**config.mk**
```make
export PLATFORM = sky130hd
export DESIGN_NAME = tx_channel_scheduler_flat
export DESIGN_NICKNAME = d
export VERILOG_FILES = /design/src/rtl/tx_channel_scheduler_if.sv /design/src/rtl/tx_channel_scheduler.sv /design/src/flat_wrapper.sv
export SDC_FILE = /design/constraint.sdc
export NUM_CORES = 1
export LEC_CHECK = 0
export BUFFER_PORTS_ARGS = -buffer_cell sky130_fd_sc_hd__clkbuf_2
export CAP_MARGIN = 20
export CORE_AREA = 8 8 237 239
export DETAILED_ROUTE_END_ITERATION = 16
export DIE_AREA = 0 0 245 247
export GPL_ROUTABILITY_DRIVEN = 0
export PLACE_DENSITY_LB_ADDON = 0.1
export REMOVE_ABC_BUFFERS = 1
export SYNTH_ARGS = -nofsm -noshare
export SYNTH_HDL_FRONTEND = slang
export SYNTH_SLANG_ARGS = --single-unit
```
**constraint.sdc**
```tcl
create_clock -name clock -period 5.7 [get_ports clock]
set_clock_uncertainty 0.05 [all_clocks]
set_input_delay 0.855 -clock clock [delete_from_list [all_inputs] [get_ports clock]]
set_output_delay 0.855 -clock clock [all_outputs]
set_load 0.005 [all_outputs]
```
**src/rtl/tx_channel_scheduler_if.sv**
```systemverilog
// Stream bundle for tx_channel_scheduler: three source channels in,
// one tagged stream out.
interface tx_channel_scheduler_if #(
  parameter int DATA_W = 128
);
  logic [2:0]          s_tvalid;
  logic [3*DATA_W-1:0] s_tdata;
  logic [2:0]          s_tready;
  logic                m_tvalid;
  logic [DATA_W-1:0]   m_tdata;
  logic [1:0]          m_tid;
  logic                m_tlast;
  logic                m_tready;

  modport slave (
    input  s_tvalid, s_tdata, m_tready,
    output s_tready, m_tvalid, m_tdata, m_tid, m_tlast
  );

  modport master (
    output s_tvalid, s_tdata, m_tready,
    input  s_tready, m_tvalid, m_tdata, m_tid, m_tlast
  );
endinterface

```
**src/rtl/tx_channel_scheduler.sv**
```systemverilog
// Round-robin burst scheduler: three channels onto one output stream.
// Define TX_SCHED_STATS_EN to build the per-channel accepted-beat counters.
module tx_channel_scheduler #(
  parameter int DATA_W    = 128,
  parameter int BURST_LEN = 16
) (
  input  logic                 clock,
  input  logic                 reset,
  tx_channel_scheduler_if.slave bus,
  output logic [1:0]           grant,
  output logic                 busy,
  output logic [3*32-1:0]      stat_beats
);
  localparam int CNT_W = $clog2(BURST_LEN);
  localparam logic [CNT_W-1:0] LAST_CNT =
    CNT_W'(BURST_LEN - 1);

  typedef enum logic {IDLE, GRANT} state_t;

  state_t             state_q, state_d;
  logic [1:0]         gnt_q, gnt_d;
  logic [1:0]         last_q, last_d;
  logic [CNT_W-1:0]   cnt_q;
  logic [1:0]         pick;
  logic [1:0]         c0, c1, c2;
  logic               sel_valid;
  logic [DATA_W-1:0]  sel_data;
  logic               out_free;
  logic               accept;
  logic               at_last;
  logic               mv_q, ml_q;
  logic [DATA_W-1:0]  md_q;
  logic [1:0]         mid_q;

  function automatic logic [1:0] nxt(
    input logic [1:0] c
  );
    return (c == 2'd2) ? 2'd0 : c + 2'd1;
  endfunction

  // search order starts one past the previous owner
  assign c0 = nxt(last_q);
  assign c1 = nxt(c0);
  assign c2 = nxt(c1);

  always_comb begin
    pick = c2;
    if (bus.s_tvalid[c0])
      pick = c0;
    else if (bus.s_tvalid[c1])
      pick = c1;
  end

  always_comb begin
    sel_valid = bus.s_tvalid[0];
    sel_data  = bus.s_tdata[0 +: DATA_W];
    unique case (gnt_q)
      2'd1: begin
        sel_valid = bus.s_tvalid[1];
        sel_data  = bus.s_tdata[DATA_W +: DATA_W];
      end
      2'd2: begin
        sel_valid = bus.s_tvalid[2];
        sel_data  = bus.s_tdata[2*DATA_W +: DATA_W];
      end
      default: ;
    endcase
  end

  assign busy     = (state_q == GRANT);
  assign grant    = busy ? gnt_q : 2'd3;
  assign out_free = !mv_q || bus.m_tready;
  assign accept   = busy && sel_valid && out_free;
  assign at_last  = (cnt_q == LAST_CNT);

  assign bus.s_tready =
    (busy && out_free) ? (3'b001 << gnt_q) : 3'b000;

  always_comb begin
    state_d = state_q;
    gnt_d   = gnt_q;
    last_d  = last_q;
    unique case (state_q)
      IDLE: begin
        if (|bus.s_tvalid) begin
          state_d = GRANT;
          gnt_d   = pick;
        end
      end
      GRANT: begin
        // a stalled output with valid still high keeps the grant
        if ((accept && at_last) || !sel_valid) begin
          state_d = IDLE;
          last_d  = gnt_q;
        end
      end
    endcase
  end

  always_ff @(posedge clock or posedge reset) begin
    if (reset) begin
      state_q <= IDLE;
      gnt_q   <= 2'd0;
      last_q  <= 2'd2;
      cnt_q   <= '0;
      mv_q    <= 1'b0;
      ml_q    <= 1'b0;
      md_q    <= '0;
      mid_q   <= 2'd0;
    end else begin
      state_q <= state_d;
      gnt_q   <= gnt_d;
      last_q  <= last_d;
      if (state_q == IDLE)
        cnt_q <= '0;
      else if (accept)
        cnt_q <= cnt_q + CNT_W'(1);
      if (accept) begin
        mv_q  <= 1'b1;
        md_q  <= sel_data;
        mid_q <= gnt_q;
        ml_q  <= at_last;
      end else if (bus.m_tready) begin
        mv_q <= 1'b0;
        ml_q <= 1'b0;
      end
    end
  end

  assign bus.m_tvalid = mv_q;
  assign bus.m_tdata  = md_q;
  assign bus.m_tid    = mid_q;
  assign bus.m_tlast  = ml_q;

`ifdef TX_SCHED_STATS_EN
  for (genvar n = 0; n < 3; n++) begin : g_stat
    logic [31:0] cnt;
    always_ff @(posedge clock or posedge reset) begin
      if (reset)
        cnt <= '0;
      else if (accept && gnt_q == 2'(n))
        cnt <= cnt + 32'd1;
    end
    assign stat_beats[n*32 +: 32] = cnt;
  end
`else
  assign stat_beats = '0;
`endif
endmodule

```
**src/flat_wrapper.sv**
```systemverilog
// flat-port wrapper written by rule: the top's interface ports become plain ports
module tx_channel_scheduler_flat 
#(
  parameter int DATA_W    = 128,
  parameter int BURST_LEN = 16
)
  (clock, reset, grant, busy, stat_beats, bus_s_tvalid, bus_s_tdata, bus_m_tready, bus_s_tready, bus_m_tvalid, bus_m_tdata, bus_m_tid, bus_m_tlast);
  tx_channel_scheduler_if #(.DATA_W(DATA_W)) bus_i ();
  input  logic clock;
  input  logic reset;
  output logic [1:0] grant;
  output logic busy;
  output logic [3*32-1:0] stat_beats;
  input wire logic [$bits(bus_i.s_tvalid)-1:0] bus_s_tvalid;
  input wire logic [$bits(bus_i.s_tdata)-1:0] bus_s_tdata;
  input wire logic [$bits(bus_i.m_tready)-1:0] bus_m_tready;
  output wire logic [$bits(bus_i.s_tready)-1:0] bus_s_tready;
  output wire logic [$bits(bus_i.m_tvalid)-1:0] bus_m_tvalid;
  output wire logic [$bits(bus_i.m_tdata)-1:0] bus_m_tdata;
  output wire logic [$bits(bus_i.m_tid)-1:0] bus_m_tid;
  output wire logic [$bits(bus_i.m_tlast)-1:0] bus_m_tlast;
  assign bus_i.s_tvalid = bus_s_tvalid;
  assign bus_i.s_tdata = bus_s_tdata;
  assign bus_i.m_tready = bus_m_tready;
  assign bus_s_tready = bus_i.s_tready;
  assign bus_m_tvalid = bus_i.m_tvalid;
  assign bus_m_tdata = bus_i.m_tdata;
  assign bus_m_tid = bus_i.m_tid;
  assign bus_m_tlast = bus_i.m_tlast;
  tx_channel_scheduler #(.DATA_W(DATA_W), .BURST_LEN(BURST_LEN)) u_core (.clock(clock), .reset(reset), .bus(bus_i), .grant(grant), .busy(busy), .stat_beats(stat_beats));
endmodule
```
==> results of run 1 <==
[worst register-to-register path: stages, from the launching register on]
cell,delay (ns)
dfrtp_1,0.44
inv_1,0.17
ha_4,0.31
buf_4,0.58
or2_2,0.28
o2111ai_4,0.49
buf_12,0.41
o31ai_1,0.44
[logic make-up (layout without fill, tap and decap cells)]
family / Yosys count / count (layout)
simple gates: 283 / 283
fa+ha+maj: 4 / 4
flops: 141 / 141
other cells: 1 / 97
mux: 2 / 2
buf+inv: 191 / 579
compound gates: 272 / 272
[through the flow]
stage | power (mW) | setup slack [ns]
3_3_place_gp | 6.433 | 2.393
6_report | 7.479 | 2.431
3_5_place_dp | 6.489 | 2.313
5_1_grt | 8.227 | 2.096
2_1_floorplan | 4.656 | -5.649
4_1_cts | 7.776 | 2.308
[where the power goes]
group / internal [mW] / leakage (nW) / total [mW] / switching (mW)
clock: 0.763 / 0.309 / 1.24 / 0.473
combinational: 1.58 / 3.80 / 4.44 / 2.86
sequential: 1.52 / 1.76 / 1.80 / 0.284
[worst paths after layout]
path | from | to | slack (ns) | depth (start not counted)
setup reg to reg | u_core.gnt_q[0] | u_core.bus.m_tdata[92] | 2.43 | 7
hold reg to reg | u_core.bus.m_tdata[82] | u_core.bus.m_tdata[82] | 0.42 | 2
min in group asynchronous | reset | u_core.bus.m_tdata[65] | 0.45 | 2
max in group asynchronous | reset | u_core.bus.m_tdata[71] | 3.90 | 3
hold / removal | u_core.bus.m_tdata[82] | u_core.bus.m_tdata[82] | 0.42 | 2
setup / recovery | u_core.gnt_q[0] | u_core.bus.m_tdata[92] | 2.43 | 7
[sequential cells by signal, indices dropped and copies added (netlist names)]
| register | flops |
|---|---|
| u_core.busy | 1 |
| u_core.bus.m_tvalid | 1 |
| u_core.cnt_q | 4 |
| u_core.bus.m_tdata | 128 |
| u_core.gnt_q | 2 |
| u_core.bus.m_tid | 2 |
| u_core.last_q | 2 |
| u_core.bus.m_tlast | 1 |
[layout make-up]
class / instances / area, um^2
Tap cell: 688 / 860.8
Antenna cell: 1 / 2.502
Fill cell: 5890 / 40650
Inverter: 8 / 37.54
Timing Repair Buffer: 539 / 2753
Clock buffer: 21 / 470.5
Multi-Input combinational cell: 657 / 3769
Sequential cell: 141 / 3530
Clock inverter: 11 / 163.9
[layer usage]
metal | track usage | routed length [um] | vias to the layer above
met3 | 0.04424 | 2972 | 27
met4 | 0.04136 | 581 | 0
li1 | - | - | 4044
met5 | 0 | 0 | -
met2 | 0.2316 | 21610 | 333
met1 | 0.1423 | 15640 | 3879
[layout by cell type, fill, tap and decap left out, types with 4 or more instances in the layout]
cell,Yosys,layout
clkbuf_2,0,527
clkinv_2,0,4
nand2_1,136,136
a221oi_1,128,128
clkbuf_16,0,17
dfrtp_1,140,140
bufinv_16,0,4
nand3_1,4,4
buf_4,99,10
inv_1,8,6
nor2_1,133,133
o31ai_1,129,129
o21ai_0,5,5
conb_1,1,96
==> impl_metrics.json, run 1 <==
{
  "status": "complete, no violations",
  "maxCapViolCount": 0,
  "async_reset_ff_frac": 1.000,
  "synth_cell_types": 29,
  "synthAdderAreaFrac": 0.006246,
  "cts_tree": "yes",
  "final_core_util": 0.2218,
  "synth_ff_type": "dfrtp_1",
  "path_class": "flop to flop",
  "grt_pass1_vias": 8901,
  "worst_hold_slack_ns": 0.4216,
  "finalSetupViolCount": 0,
  "synth_xor_area_frac": 0,
  "finalHoldViolCount": 0,
  "post_cts_resized": 0,
  "cts.sinks": 141,
  "synth_top_family_by_area": "compound AO/OA/AOI/OAI gates",
  "clkTransAtPathRegs_ns": 0.06,
  "nNetsFinal": 1758,
  "ir_worst_vdd_uv": 474.9,
  "antenna_found_initial": 0,
  "slowest_delay_ns": 0.58,
  "min-delay-path-class": "flop to flop",
  "synth-seq-area-share": 0.4405,
  "ant_nets": 0,
  "cellLeakagePower_nw": 5.866,
  "overflow": 0,
  "firstDrtPassIters": 5,
  "rsz0062_at_grt": "no",
  "drt_wl_total_um": 40800,
  "synth_compound_area_frac": 0.2740,
  "dpl_cell_area_um2": 10950,
  "die_h_um": 247,
  "insertion_delay_ns": 0.47,
  "critPathLaunchType": "flop",
  "drive_gt1_frac": 0.4212,
  "post-cts-setup-buffer-count": 0,
  "drt_first_iter_violations": 444,
  "rows": 84,
  "vias": 8283,
  "path_cells": "inv_1 -> ha_4 -> buf_4 -> or2_2 -> o2111ai_4 -> buf_12 -> o31ai_1",
  "core_um2": 52240,
  "end_kind": "flop",
  "critPathRequiredTime_ns": 6.02,
  "yosys-top-cells-area": "dfrtp_1 44%, a221oi_1 14%, o31ai_1 12%",
  "area_delta_synth_final_pct": 44.60,
  "wl_per_cell_um": 19.75,
  "avgSynthCellArea_um2": 8.963,
  "grt_max_degree": 97,
  "io_buffers": 527,
  "root_buffer": "clkbuf_16",
  "drc": 0,
  "hpwlAfterDp_um": 31970,
  "synthMuxAreaShare": 0.002811,
  "min_period_over_period": 0.5734,
  "synth_top_area_frac": 0.4372,
  "worst_pin_slew_ns": 0.9558,
  "layoutNonFillerInstCount": 2066,
  "period_minus_slack_ns": 3.269,
  "finalSetupTns_ns": 0,
  "pin_count": 624,
  "slew_headroom": 0.3625,
  "ys_seq_elements": 141,
  "grt_pass1_wl_um": 58520,
  "dieArea_um2": 60520,
  "slowest_stage": "buf_4",
  "synth.largest_area_cell": "dfrtp_1",
  "ctsHtreeMaxLevel": 4,
  "clockBufferDepth": 2,
  "yosys_warnings": 0,
  "dp_cells": 2033,
  "syn_inst": 894,
  "crit_family": "buffers and inverters",
  "fmaxAchievable_mhz": 305.9,
  "path_max_fanout": 96,
  "die_w_um": 245,
  "final_cell_area_um2": 11590,
  "maxSlewViolCount": 0,
  "synth.most_common_cell": "dfrtp_1",
  "grt.total_usage": 0.1293,
  "power_density_nw_per_um2": 645.6,
  "synthSimpleGateAreaFrac": 0.1362,
  "arrival_ns": 3.59,
  "synthesis.area_um2": 8013,
  "numCtsBuffers": 17,
  "synth_edf_count": 0,
  "via_per_inst": 4.009,
  "initial_core_util": 0.1534,
  "synth_commonest_cells": "140 x dfrtp_1, 136 x nand2_1, 133 x nor2_1",
  "cts-hold-fix-buffers": 0,
  "cp_num_buf_inv": 3
}
Note: power is estimated with default switching activity, not from simulation.
==> run 2: changes to the inputs <==
--- a/config.mk
+++ b/config.mk
@@ -5,11 +5,12 @@
 export SDC_FILE = /design/constraint.sdc
 export NUM_CORES = 1
 export LEC_CHECK = 0
+export ABC_AREA = 1
 export BUFFER_PORTS_ARGS = -buffer_cell sky130_fd_sc_hd__clkbuf_2
 export CAP_MARGIN = 20
-export CORE_AREA = 8 8 237 239
+export CORE_AREA = 8 8 240 242
 export DETAILED_ROUTE_END_ITERATION = 16
-export DIE_AREA = 0 0 245 247
+export DIE_AREA = 0 0 248 250
 export GPL_ROUTABILITY_DRIVEN = 0
 export PLACE_DENSITY_LB_ADDON = 0.1
 export REMOVE_ABC_BUFFERS = 1
==> constraint.sdc (replaced) <==
create_clock -name clock -period 3 [get_ports clock]
set_clock_uncertainty 0.05 [all_clocks]
set_input_delay 0.45 -clock clock [delete_from_list [all_inputs] [get_ports clock]]
set_output_delay 0.45 -clock clock [all_outputs]
set_load 0.005 [all_outputs]
==> run 2 against run 1 <==
Compared with the run above: non-clock buffer count up 9; sequential cell count unchanged; sequential share of layout area down 2.1 points.
==> impl_metrics.json, run 2 <==
{
  "vias": 9830,
  "grt_max_degree": 135,
  "maxCapViolCount": 0,
  "power_frac_clock": 0.155,
  "largest_register_ffs": 128,
  "pin_count": 624,
  "wl_per_cell_um": 16.97,
  "final_core_util": 0.2324,
  "final_cell_mix": "666 x nand2_1, 527 x clkbuf_2, 140 x dfrtp_1, 137 x nor2_1, 128 x a31oi_1",
  "initial_core_util": 0.1643,
  "path_max_fanout": 91,
  "fmaxAchievable_mhz": 434.9,
  "clkTransAtPathRegs_ns": 0.07,
  "drt_wl_total_um": 42380,
  "critPathRequiredTime_ns": 3.33,
  "worst_pin_slew_ns": 0.6964,
  "via_per_inst": 3.937,
  "hpwlAfterDp_um": 33590,
  "firstDrtPassIters": 4,
  "yosys-top-cells-area": "dfrtp_1 40%, nand2_1 28%, a31oi_1 9.1%",
  "synth_ff_type": "dfrtp_1",
  "rows": 85,
  "maxSlewViolCount": 0,
  "slew_headroom": 0.5357,
  "syn_inst": 1307,
  "post_cts_resized": 0,
  "cts_tree": "yes",
  "cts.sinks": 141,
  "final_common_cell": "nand2_1",
  "synth_commonest_cells": "667 x nand2_1, 140 x dfrtp_1, 137 x nor2_1",
  "nNetsFinal": 2180,
  "cellLeakagePower_nw": 6.805,
  "grt_pass1_vias": 10122,
  "insertion_delay_ns": 0.44,
  "io_buffers": 527,
  "clockBufferDepth": 2,
  "ctsHtreeMaxLevel": 4,
  "numCtsBuffers": 17,
  "synth.largest_area_cell": "dfrtp_1",
  "post-cts-setup-buffer-count": 0,
  "p_switching_mw": 6.998,
  "drt_first_iter_violations": 371,
  "root_buffer": "clkbuf_16",
  "critPathLaunchType": "flop",
  "arrival_ns": 2.63,
  "p_total_mw": 14.10,
  "synth_top_area_frac": 0.3986,
  "synth_cell_types": 26,
  "rsz0062_at_grt": "no",
  "grt.total_usage": 0.1309,
  "die_w_um": 248,
  "min_period_over_period": 0.7664,
  "period_minus_slack_ns": 2.299,
  "drive_gt1_frac": 0.3268,
  "ir_worst_vdd_uv": 766.7,
  "power_density_nw_per_um2": 1134,
  "min-delay-path-class": "input port to async pin",
  "synth.most_common_cell": "nand2_1",
  "r2r_slack_ns": 0.70,
  "yosys_warnings": 0,
  "ant_nets": 0,
  "ys_seq_elements": 141,
  "async_reset_ff_frac": 1.000,
  "cts-hold-fix-buffers": 0,
  "synth-seq-area-share": 0.4016,
  "dieArea_um2": 62000,
  "p_comb_frac": 0.609,
  "end_kind": "flop",
  "internal_power_mw": 7.098,
  "finalSetupViolCount": 0,
  "avgSynthCellArea_um2": 6.725,
  "path_class": "flop to flop",
  "drc": 0,
  "p_sw_frac": 0.4964,
  "antenna_found_initial": 3,
  "grt_pass1_wl_um": 62410,
  "area_delta_synth_final_pct": 41.44,
  "synthesis.area_um2": 8790,
  "power_frac_seq": 0.236,
  "core_um2": 53500,
  "finalHoldViolCount": 0,
  "status": "complete, no violations",
  "synth_edf_count": 0,
  "die_h_um": 250,
  "overflow": 0
}
[run 2: cell type report]
type,instances,area [um^2]
inverters,17,68.82
repair buffers,548,2920
diodes,2,5.005
clock buffers,17,425.4
clock inverters,15,162.7
multi-input cells,1061,4449
flip-flops and latches,141,3530
well taps,696,870.8
fillers,6263,41060
[run 2: path summary, 6_finish.rpt]
| check | start | end | depth (start not counted) |
|---|---|---|---|
| hold / removal | reset | u_core.bus.m_tdata[65] | 2 |
| setup reg to reg | u_core.gnt_q[1] | u_core.bus.m_tdata[6] | 7 |
| max in group asynchronous | reset | u_core.bus.m_tdata[124] | 3 |
| hold reg to reg | u_core.bus.m_tdata[1] | u_core.bus.m_tdata[1] | 2 |
| min in group clock | bus_m_tready | u_core.bus.m_tvalid | 2 |
| setup / recovery | u_core.gnt_q[1] | u_core.bus.m_tdata[6] | 7 |
[run 2: critical path, cell delays in order, from the launching register on]
cell and delay (ns):
dfrtp_1 0.42, inv_1 0.23, ha_4 0.28, or2_1 0.28, a21oi_4 0.20, buf_12 0.32
nand2_1 0.18, nand2_1 0.09
[run 2: stage by stage]
stage	cell area, um^2	hold slack (ns)	setup TNS, ns	cells	worst slack, ns
2_1_floorplan	7990	0.4148	-865.92	1219	-5.090
3_3_place_gp	11840	0.4117	0	2463	0.7050
3_5_place_dp	11840	0.4154	0	2463	0.7069
4_1_cts	12430	0.05887	0	2495	0.6903
5_1_grt	12430	0.08335	0	2496	0.4913
6_report	12430	0.04583	0	2497	0.7008
[run 2: cell families (layout without fill, tap and decap cells)]
logic type / count (synthesis) / count (layout) / share of synthesized area
buffers and inverters: 200 / 597 / 0.1388
DFF: 141 / 141 / 0.4016
xor gates and xnor gates: 1 / 1 / 0.0009966
adders and majority gates: 4 / 4 / 0.005694
other: 1 / 98 / 0.0004266
AOI/OAI and AO/OA: 142 / 142 / 0.1005
and+or+nand+nor: 818 / 818 / 0.3520
[run 2: power by group through the flow]
| stage | Combinational [mW] | Sequential (mW) | Clock [mW] |
|---|---|---|---|
| after floorplan | 3.51 | 3.32 | 0 |
| after global placement | 8.91 | 3.37 | 0 |
| after detailed placement | 8.91 | 3.36 | 0 |
| after CTS | 8.92 | 3.35 | 2.30 |
| after global routing | 9.70 | 3.46 | 2.37 |
| final | 8.58 | 3.33 | 2.19 |
[run 2: per-layer routing]
layer / share of wire / wire, um / track usage
met3: 0.070 / 2971 / 0.04273
met1: 0.41 / 17230 / 0.1510
met4: 0.011 / 462 / 0.02893
met2: 0.51 / 21700 / 0.2316
met5: 0.00031 / 13 / 0
